--- config.mk ---
export PLATFORM = sky130hd
export DESIGN_NAME = aer_event_sender
export DESIGN_NICKNAME = d
export VERILOG_FILES = /design/src/rtl/aer_pkg.sv /design/src/rtl/aer_evt_fifo.sv /design/src/rtl/aer_event_sender.sv
export SDC_FILE = /design/constraint.sdc
export NUM_CORES = 1
export LEC_CHECK = 0
export CORE_ASPECT_RATIO = 0.6
export CORE_MARGIN = 2
export CORE_UTILIZATION = 31
export CTS_BUF_LIST = sky130_fd_sc_hd__clkbuf_2 sky130_fd_sc_hd__clkbuf_4 sky130_fd_sc_hd__clkbuf_8
export CTS_CLUSTER_DIAMETER = 30
export DETAILED_ROUTE_END_ITERATION = 10
export PLACE_DENSITY = 0.62
export RECOVER_POWER = 25
export REMOVE_ABC_BUFFERS = 1
export SYNTH_ARGS = -nofsm -noshare
export SYNTH_HDL_FRONTEND = slang
export SYNTH_SLANG_ARGS = --single-unit
--- constraint.sdc ---
create_clock -name CLK -period 1.9 [get_ports CLK]
set_input_delay 0.19 -clock CLK [delete_from_list [all_inputs] [get_ports CLK]]
set_output_delay 0.19 -clock CLK [all_outputs]
set_load 0.02 [all_outputs]
--- src/rtl/aer_pkg.sv ---
// Shared types and constants for the AER event sender (FSM states, encoder reset address).
package aer_pkg;

  localparam int AER_ADDR_W = 10;

  // Address the rank-order encoder emits as an AER reset event.
  localparam logic [AER_ADDR_W-1:0] AER_RST_ADDR = 10'h1FF;

  typedef enum logic [1:0] {
    IDLE    = 2'd0,
    REQ     = 2'd1,
    RELEASE = 2'd2
  } aer_state_t;

endpackage

--- src/rtl/aer_evt_fifo.sv ---
// Small synchronous event FIFO; pointers carry one extra wrap bit to tell full from empty.
module aer_evt_fifo
  import aer_pkg::*;
#(
  parameter int ADDR_W     = AER_ADDR_W,
  parameter int FIFO_DEPTH = 4
) (
  input  logic              i_clk,
  input  logic              i_rst,
  input  logic              push,
  input  logic              pop,
  input  logic [ADDR_W-1:0] din,
  output logic [ADDR_W-1:0] dout,
  output logic              full,
  output logic              empty
);

  localparam int IDX_W = $clog2(FIFO_DEPTH);

  logic [ADDR_W-1:0] r_mem [FIFO_DEPTH];
  logic [IDX_W:0]    r_wr_ptr;
  logic [IDX_W:0]    r_rd_ptr;
  logic              w_do_push;
  logic              w_do_pop;

  assign empty = (r_wr_ptr == r_rd_ptr);
  assign full  = (r_wr_ptr[IDX_W] != r_rd_ptr[IDX_W]) &&
                 (r_wr_ptr[IDX_W-1:0] == r_rd_ptr[IDX_W-1:0]);
  assign dout  = r_mem[r_rd_ptr[IDX_W-1:0]];

  // A pop frees the head slot this cycle, so a push into a full FIFO is still accepted.
  assign w_do_pop  = pop && !empty;
  assign w_do_push = push && (!full || w_do_pop);

  always_ff @(posedge i_clk or posedge i_rst) begin
    if (i_rst) begin
      r_wr_ptr <= '0;
      r_rd_ptr <= '0;
    end else begin
      if (w_do_push) r_wr_ptr <= r_wr_ptr + 1'b1;
      if (w_do_pop)  r_rd_ptr <= r_rd_ptr + 1'b1;
    end
  end

  always_ff @(posedge i_clk) begin
    if (w_do_push) r_mem[r_wr_ptr[IDX_W-1:0]] <= din;
  end

endmodule

--- src/rtl/aer_event_sender.sv ---
// Buffers encoder address pulses and replays each as a four-phase AER REQ/ACK handshake.
// Build option: define AER_TIMEOUT_EN to abandon a request whose ACK does not arrive in time.
module aer_event_sender
  import aer_pkg::*;
#(
  parameter int ADDR_W      = AER_ADDR_W,
  parameter int FIFO_DEPTH  = 4,
  parameter int ACK_TIMEOUT = 255,
  parameter int CNT_W       = 16
) (
  input  logic              CLK,
  input  logic              RST,
  input  logic              EVT_VALID,
  input  logic [ADDR_W-1:0] EVT_ADDR,
  output logic              AERIN_CTRL_BUSY,
  output logic [ADDR_W-1:0] AERIN_ADDR,
  output logic              AERIN_REQ,
  input  logic              AERIN_ACK,
  output logic [CNT_W-1:0]  EVT_CNT,
  output logic              OVERFLOW,
  output logic              TIMEOUT_ERR,
  output logic [1:0]        o_dbg_state
);

  logic              r_valid_d;
  logic              r_ack_meta;
  logic              r_ack_s;
  logic              r_ovf;
  aer_state_t        r_state;
  aer_state_t        w_state_nxt;
  logic              r_req;
  logic              w_req_nxt;
  logic [ADDR_W-1:0] r_addr;
  logic [ADDR_W-1:0] w_addr_nxt;
  logic [CNT_W-1:0]  r_cnt;
  logic [CNT_W-1:0]  w_cnt_nxt;
  logic              w_pop;
  logic              w_full;
  logic              w_empty;
  logic [ADDR_W-1:0] w_head;
  logic              w_to_fire;

  // EVT_ADDR is qualified the cycle after EVT_VALID, i.e. while r_valid_d is high.
  aer_evt_fifo #(
    .ADDR_W    (ADDR_W),
    .FIFO_DEPTH(FIFO_DEPTH)
  ) u_fifo (
    .i_clk(CLK),
    .i_rst(RST),
    .push (r_valid_d),
    .pop  (w_pop),
    .din  (EVT_ADDR),
    .dout (w_head),
    .full (w_full),
    .empty(w_empty)
  );

  always_ff @(posedge CLK or posedge RST) begin
    if (RST) begin
      r_valid_d  <= 1'b0;
      r_ack_meta <= 1'b0;
      r_ack_s    <= 1'b0;
      r_ovf      <= 1'b0;
    end else begin
      r_valid_d  <= EVT_VALID;
      r_ack_meta <= AERIN_ACK;
      r_ack_s    <= r_ack_meta;
      r_ovf      <= r_ovf | (r_valid_d & w_full & ~w_pop);
    end
  end

`ifdef AER_TIMEOUT_EN
  localparam int TO_W = $clog2(ACK_TIMEOUT + 1);

  logic [TO_W-1:0] r_to_cnt;
  logic            r_to_err;

  // r_to_cnt holds how many REQ cycles have already elapsed; fire on the last allowed one.
  assign w_to_fire = (r_state == REQ) && !r_ack_s &&
                     ((r_to_cnt + 1'b1) == TO_W'(ACK_TIMEOUT));

  always_ff @(posedge CLK or posedge RST) begin
    if (RST) begin
      r_to_cnt <= '0;
      r_to_err <= 1'b0;
    end else begin
      r_to_cnt <= (r_state == REQ) ? r_to_cnt + 1'b1 : '0;
      r_to_err <= r_to_err | w_to_fire;
    end
  end

  assign TIMEOUT_ERR = r_to_err;
`else
  assign w_to_fire   = 1'b0;
  assign TIMEOUT_ERR = 1'b0;
`endif

  always_comb begin
    w_state_nxt = r_state;
    w_req_nxt   = r_req;
    w_addr_nxt  = r_addr;
    w_cnt_nxt   = r_cnt;
    w_pop       = 1'b0;
    case (r_state)
      IDLE: begin
        if (!w_empty) begin
          w_pop       = 1'b1;
          w_addr_nxt  = w_head;
          w_req_nxt   = 1'b1;
          w_state_nxt = REQ;
        end
      end
      REQ: begin
        if (r_ack_s) begin
          w_req_nxt   = 1'b0;
          w_cnt_nxt   = r_cnt + 1'b1;
          w_state_nxt = RELEASE;
        end else if (w_to_fire) begin
          w_req_nxt   = 1'b0;
          w_state_nxt = RELEASE;
        end
      end
      RELEASE: begin
        if (!r_ack_s) w_state_nxt = IDLE;
      end
      default: begin
        w_req_nxt   = 1'b0;
        w_state_nxt = IDLE;
      end
    endcase
  end

  always_ff @(posedge CLK or posedge RST) begin
    if (RST) begin
      r_state <= IDLE;
      r_req   <= 1'b0;
      r_addr  <= '0;
      r_cnt   <= '0;
    end else begin
      r_state <= w_state_nxt;
      r_req   <= w_req_nxt;
      r_addr  <= w_addr_nxt;
      r_cnt   <= w_cnt_nxt;
    end
  end

  // Includes raw EVT_VALID so the encoder sees busy in the very cycle it fires.
  assign AERIN_CTRL_BUSY = EVT_VALID | r_valid_d | ~w_empty | (r_state != IDLE);
  assign AERIN_ADDR      = r_addr;
  assign AERIN_REQ       = r_req;
  assign EVT_CNT         = r_cnt;
  assign OVERFLOW        = r_ovf;
  assign o_dbg_state     = r_state;

endmodule

# After elaboration in Yosys (flattened, before gate mapping)
# Memory sizes are Yosys's and may differ from the RTL's. A register that Yosys moved wholly into a read port is not among the register bits.
# Cells that the tools add are included.
word_totals:
  reg_bits: 29
  ramBits: 40
  in_bits: 14
  output_inout_bits: 32
  word_cells: 53
  mem_count: 1
classes:
  addsub: 3
  n_eq_ne: 8
  muxes: 11
  bitwise: 9
  n_reduce_logical: 12
memory_table:
  columns: ["memory", "depth", "word_bits", "rd", "rd_clocked_by_memory_dff", "write_ports", "line_no", "source"]
  rows:
  - ["u_fifo.r_mem", 4, 10, 1, 1, 1, "aer_evt_fifo.sv:20", "logic [ADDR_W-1:0] r_mem [FIFO_DEPTH];"]
ops:
  columns: ["op", "n"]
  rows:
  - ["adder 16 x 1 -> 16 bit (second input constant)", 1]
  - ["adder 3 x 1 -> 3 bit (second input constant)", 2]
  - ["2-to-1 mux 1 bit", 6]
  - ["2-to-1 mux 2 bit", 3]
  - ["!= test 2 bit (second input constant)", 3]
  - ["one-hot mux 2 bit (3 select lines)", 1]
  - ["AND reduction 3 bit", 2]
  - ["OR 1 bit", 4]
  - ["AND reduction 2 bit", 2]
  - ["== test 3 bit", 1]
  - ["logical AND 1 bit", 3]
  - ["NOT 1 bit", 3]
  - ["one-hot mux 1 bit (3 select lines)", 1]
  - ["bitwise AND 1 bit", 2]
  - ["== test 2 x 1 -> 1 bit (second input constant)", 1]
  - ["== test 2 bit", 1]
  - ["== test 2 bit (second input constant)", 1]
  - ["logical NOT 1 bit", 2]
  - ["logical NOT 2 bit", 1]
  - ["nonzero test 2 bit", 1]
  - ["logical OR 1 bit", 1]
  - ["!= test 1 bit", 1]

# Longest topological paths before layout
depth:
  depth_word: 8
  depth_mapped: 6
  ltp_nobuf: 4

# Modules after synthesis
# A second synthesis with hierarchy kept.
hier_totals:
  cells_unflattened: 192
  area_unflattened_um2: 3216.8
by_module_without_submodules:
  columns: ["module", "n_inst", "cells_each", "area_each_um2", "seq_area_each_um2"]
  rows:
  - ["aer_evt_fifo", 1, 88, 1871.8, 1351.3]
  - ["aer_event_sender", 1, 104, 1345.0, 825.8]

# Least setup slack after synthesis
# No wires, ideal clock.
synth_path:
  path_kind: "register -> register"
  startpoint: "reg r_state[0], in the netlist o_dbg_state[0]"
  endpoint: "mem u_fifo.r_mem[0][0] (netlist bit) (enable)"
  setup_ns: 0.343
  t_arrival_ns: 1.527
  required_ns: 1.557
  path_slack_ns: 0.030
  path_stages_with_launch: 5
  path_buffers: 1
  synth_period_minus_slack_ns: 1.870
  path_cell_list: "dfrtp_1 > buf_6 > or2_4 > a41oi_2 > and2_1"
synth_via:
  elab_chain_len: 7
synth_lines:
  columns: ["element", "line_no", "source"]
  rows:
  - ["start, declared", "aer_event_sender.sv:29", "aer_state_t r_state;"]
  - ["start signal, assigned", "aer_event_sender.sv:140", "r_state <= w_state_nxt;"]
  - ["logical NOT 2 bit", "aer_event_sender.sv:104", "case (r_state)"]
  - ["2-to-1 mux 1 bit", "aer_event_sender.sv:104", null]
  - ["logical AND 1 bit", "aer_evt_fifo.sv:32", "assign w_do_pop = pop && !empty;"]
  - ["logical OR 1 bit", "aer_evt_fifo.sv:33", "assign w_do_push = push && (!full || w_do_pop);"]
  - ["logical AND 1 bit", "aer_evt_fifo.sv:33", null]
  - ["2-to-1 mux 1 bit", "aer_evt_fifo.sv:46", "if (w_do_push) r_mem[r_wr_ptr[IDX_W-1:0]] <= din;"]
  - ["2-to-1 mux 1 bit (not written as such)", "aer_evt_fifo.sv:46", null]
  - ["end, declared", "aer_evt_fifo.sv:20", null]
# Every way passes these cells.

# Worst setup path in the final report
layout_path:
  startpoint: "reg u_fifo.r_rd_ptr[1]"
  endpoint: "out AERIN_CTRL_BUSY"
layout_via:
  elab_chain_len: 4
layout_lines:
  columns: ["element", "line_no", "source"]
  rows:
  - ["start, declared", "aer_evt_fifo.sv:22", "logic [IDX_W:0] r_rd_ptr;"]
  - ["start signal, assigned", "aer_evt_fifo.sv:41", "if (w_do_pop) r_rd_ptr <= r_rd_ptr + 1'b1;"]
  - ["== test 3 bit", "aer_evt_fifo.sv:26", "assign empty = (r_wr_ptr == r_rd_ptr);"]
  - ["NOT 1 bit (no source line)", null, null]
  - ["OR 1 bit (2 in a row)", "aer_event_sender.sv:148", "assign AERIN_CTRL_BUSY = EVT_VALID | r_valid_d | ~w_empty | (r_state != IDLE);"]
  - ["end, declared", "aer_event_sender.sv:15", "output logic AERIN_CTRL_BUSY,"]
# Every way passes these cells.

==> results.tsv <==
stage	metric	value	unit
detailed_routing	Post-DRT Antenna Nets	0	
timing	min Tclk post-route	1.879	ns
detailed_routing	1st-iter DRT viols	89	
timing	RSZ-0062 raised after global routing	true	
global_routing	initial antenna violation count	0	
yosys	Mapped Cells	189	
clock_tree	CTS Hold Bufs	0	
setup_path	worst setup path startpoint	u_fifo.r_rd_ptr[1]	
die	Die X-Extent	136.4	µm
final_layout	Non-Filler Instances	401	
detailed_routing	final WL	6049	µm
yosys	number of enable flip-flop cells after synthesis	40	
clock_tree	clock sinks	79	
yosys	Post-Syn Area	3259	µm²
timing	setup TNS	0	ns
placement	DP Wirelength	4264	µm
setup_path	Crit Path Category	reg -> out	
detailed_routing	Via-to-Cell Ratio	4.327	
global_routing	largest net degree at the start of global routing	40	
power_and_ir_drop	Worst IR Drop VDD	0.7655	mV
timing	Tightest Pin Transition	0.9854	ns
clock_tree	Root Buffer Master	clkbuf_8	
placement	DP Area	3989	µm²
final_layout	FILL cells	888	
setup_path	CP required	1.71	ns
detailed_routing	DRC	0	
global_routing	Congestion Overflow GR	0	
setup_path	worst-path maximum fanout	2	
yosys	post-synth cell types	36	
clock_tree	CTS tree	built	
clock_tree	CTS buffer count	9	
yosys	FF+latch count, synth	79	
setup_path	Setup crit end kind	primary output	
die	IO Pins	46	
yosys	synth warn	0	
final_layout	antenna cells	0	
yosys	count leader, synth	edfxtp_1	
global_routing	Total GRT Usage	0.1168	
die	Starting Density	0.3242	
power_and_ir_drop	Pwr Density	1597	nW/µm²
setup_path	FF-to-FF Start	u_fifo.r_rd_ptr[2]	
timing	Final Hold Slack	0.3534	ns
setup_path	CP arrival	1.69	ns
yosys	Area contributors post-synth	edfxtp_1 37%, dfrtp_1 30%, mux4_2 6.9%	
timing	period utilization	0.9889	
die	die height	83.43	µm
yosys	Seq/Total Area, Yosys	0.6679	
timing	final hold vios	0	
timing	FMAX	532.2	MHz
timing	Final Skew	0.01145	ns
final_layout	Nets	281	
flow_run	Max Cap Viol	0	
yosys	area leader, netlist	edfxtp_1	
placement	final weighted congestion in routability-driven placement	0.7507	
yosys	Primary FF master, synth	edfxtp_1	
global_routing	vias in the first global route	1763	
clock_tree	clock slew at the register clock pins of the worst setup and hold paths	0.08	ns
min_path	hold_sp	r_ack_meta	
final_layout	Layout area overhead	29.83	%
setup_path	crit start category	flip-flop	
clock_tree	maximum clock path buffer count	2	
placement	Port Buffers	44	
yosys	top cells by instance count after synthesis	40 x edfxtp_1, 39 x dfrtp_1, 13 x xnor2_1, 10 x mux4_2	
yosys	post-synthesis async set-or-reset flop share	0.4937	
power_and_ir_drop	Leak Pwr	0.001657	µW
clock_tree	Worst-Skew Late Latency	0.36	ns
min_path	Hold Crit Class	reg -> reg	
detailed_routing	WL/cell	15.08	µm
placement	pre-CTS setup slack	-0.1791	ns
global_routing	first-pass GRT wire length	9556	µm
final_layout	layout cell share with drive strength beyond 1	0.2857	
die	row count	28	
placement	Inst Count DP	384	
timing	Final Max Slew Viols	0	
die	Core Footprint	10050	µm²
timing	relative max-transition margin	0.3431	
timing	final setup vio count	0	
yosys	area share of the largest cell type after synthesis	0.3685	
outcome	status	finished, final reports clean	
detailed_routing	first drt pass iteration count	4	
timing	final worst slack	0.02105	ns
die	die footprint	11380	µm²
clock_tree	H-tree Lvls	3	
yosys	Avg Inst Size Synth	17.25	µm²
final_layout	final instance area	4232	µm²
detailed_routing	Vias	1735	
==> power breakdown <==
part	switching [µW]	total, µW	leakage [µW]	internal (µW)
combinational	1330	2920	0.000706	1590
clock	623	1270	0.000103	649
sequential	277	2570	0.000848	2290
==> cell type report <==
class,count,area [µm²],area share
Inverter,6,22.52,0.005322
Tap cell,135,168.9,0.03992
Clock buffer,10,137.6,0.03253
Timing Repair Buffer,66,616.8,0.1458
Clock inverter,6,68.82,0.01626
Multi-Input combinational cell,99,1037,0.2451
Sequential cell,79,2180,0.5151
==> worst paths after layout <==
check,to,slack [ns],cells past startpoint
setup / recovery,AERIN_CTRL_BUSY,0.02,4
hold / removal,r_ack_s,0.35,0
setup reg to reg,u_fifo.r_mem[2][1],0.21,5
hold reg to reg,r_ack_s,0.35,0
max in group asynchronous,u_fifo.r_wr_ptr[1],0.64,3
min in group asynchronous,AERIN_ADDR[7],0.57,3
==> per-layer routing <==
| layer | global-route usage | part of all wire |
|---|---|---|
| met1 | 0.1702 | 0.52 |
| met2 | 0.1521 | 0.42 |
| met3 | 0.05189 | 0.057 |
| met4 | 0.03977 | 0.0094 |
| met5 | 0 | 0 |
==> cell usage in the layout, fill, tap and decap left out, drive strengths merged, types with 7 or more instances in the layout <==
master,synthesis,final
clkbuf,1,11
buf,4,22
dfrtp,39,39
mux4,10,10
mux2,12,12
dlygate4sd3,0,13
nand3,8,8
inv,6,7
clkdlybuf4s50,0,30
xnor2,15,15
edfxtp,40,40
xor2,9,9
==> sequential cells by signal, summed over array words and instances, names as in the netlist <==
register         count
u_fifo.r_rd_ptr      3
EVT_CNT             16
AERIN_REQ            1
u_fifo.r_wr_ptr      3
OVERFLOW             1
o_dbg_state          2
u_fifo.r_mem        40
r_valid_d            1
r_ack_meta           1
r_ack_s              1
AERIN_ADDR          10
==> what timing repair did <==
| item | 4_1_cts | 5_1_grt |
|---|---|---|
| pin swaps | 2 | 1 |
| setup endpoints to repair | 1 | 1 |
| gates cloned | 0 | 0 |
| buffers inserted | 1 | 0 |
| gates resized for setup | 10 | 2 |
==> kinds of logic after synthesis <==
| group | synth area share |
|---|---|
| other cells | 0.001151 |
| buf+inv | 0.02226 |
| mux | 0.1186 |
| simple gates | 0.07409 |
| compound gates | 0.02150 |
| xor+xnor | 0.07140 |
| fa+ha+maj | 0.02303 |
| flops | 0.6679 |
==> per-stage QoR <==
stage	utilization	total power (µW)
global placement	0.3967	5392
finish	0.4209	6758
global route	0.4209	7158
CTS	0.4202	6840
floorplan	-	4258
detailed placement	0.3967	5441
==> critical path, stage by stage (launching register included) <==
cell     delay (ns)
dfrtp_2        0.45
xnor2_4        0.21
nand3_2        0.09
or4_4          0.43
buf_6          0.15
(Power assumes the default switching activity.)
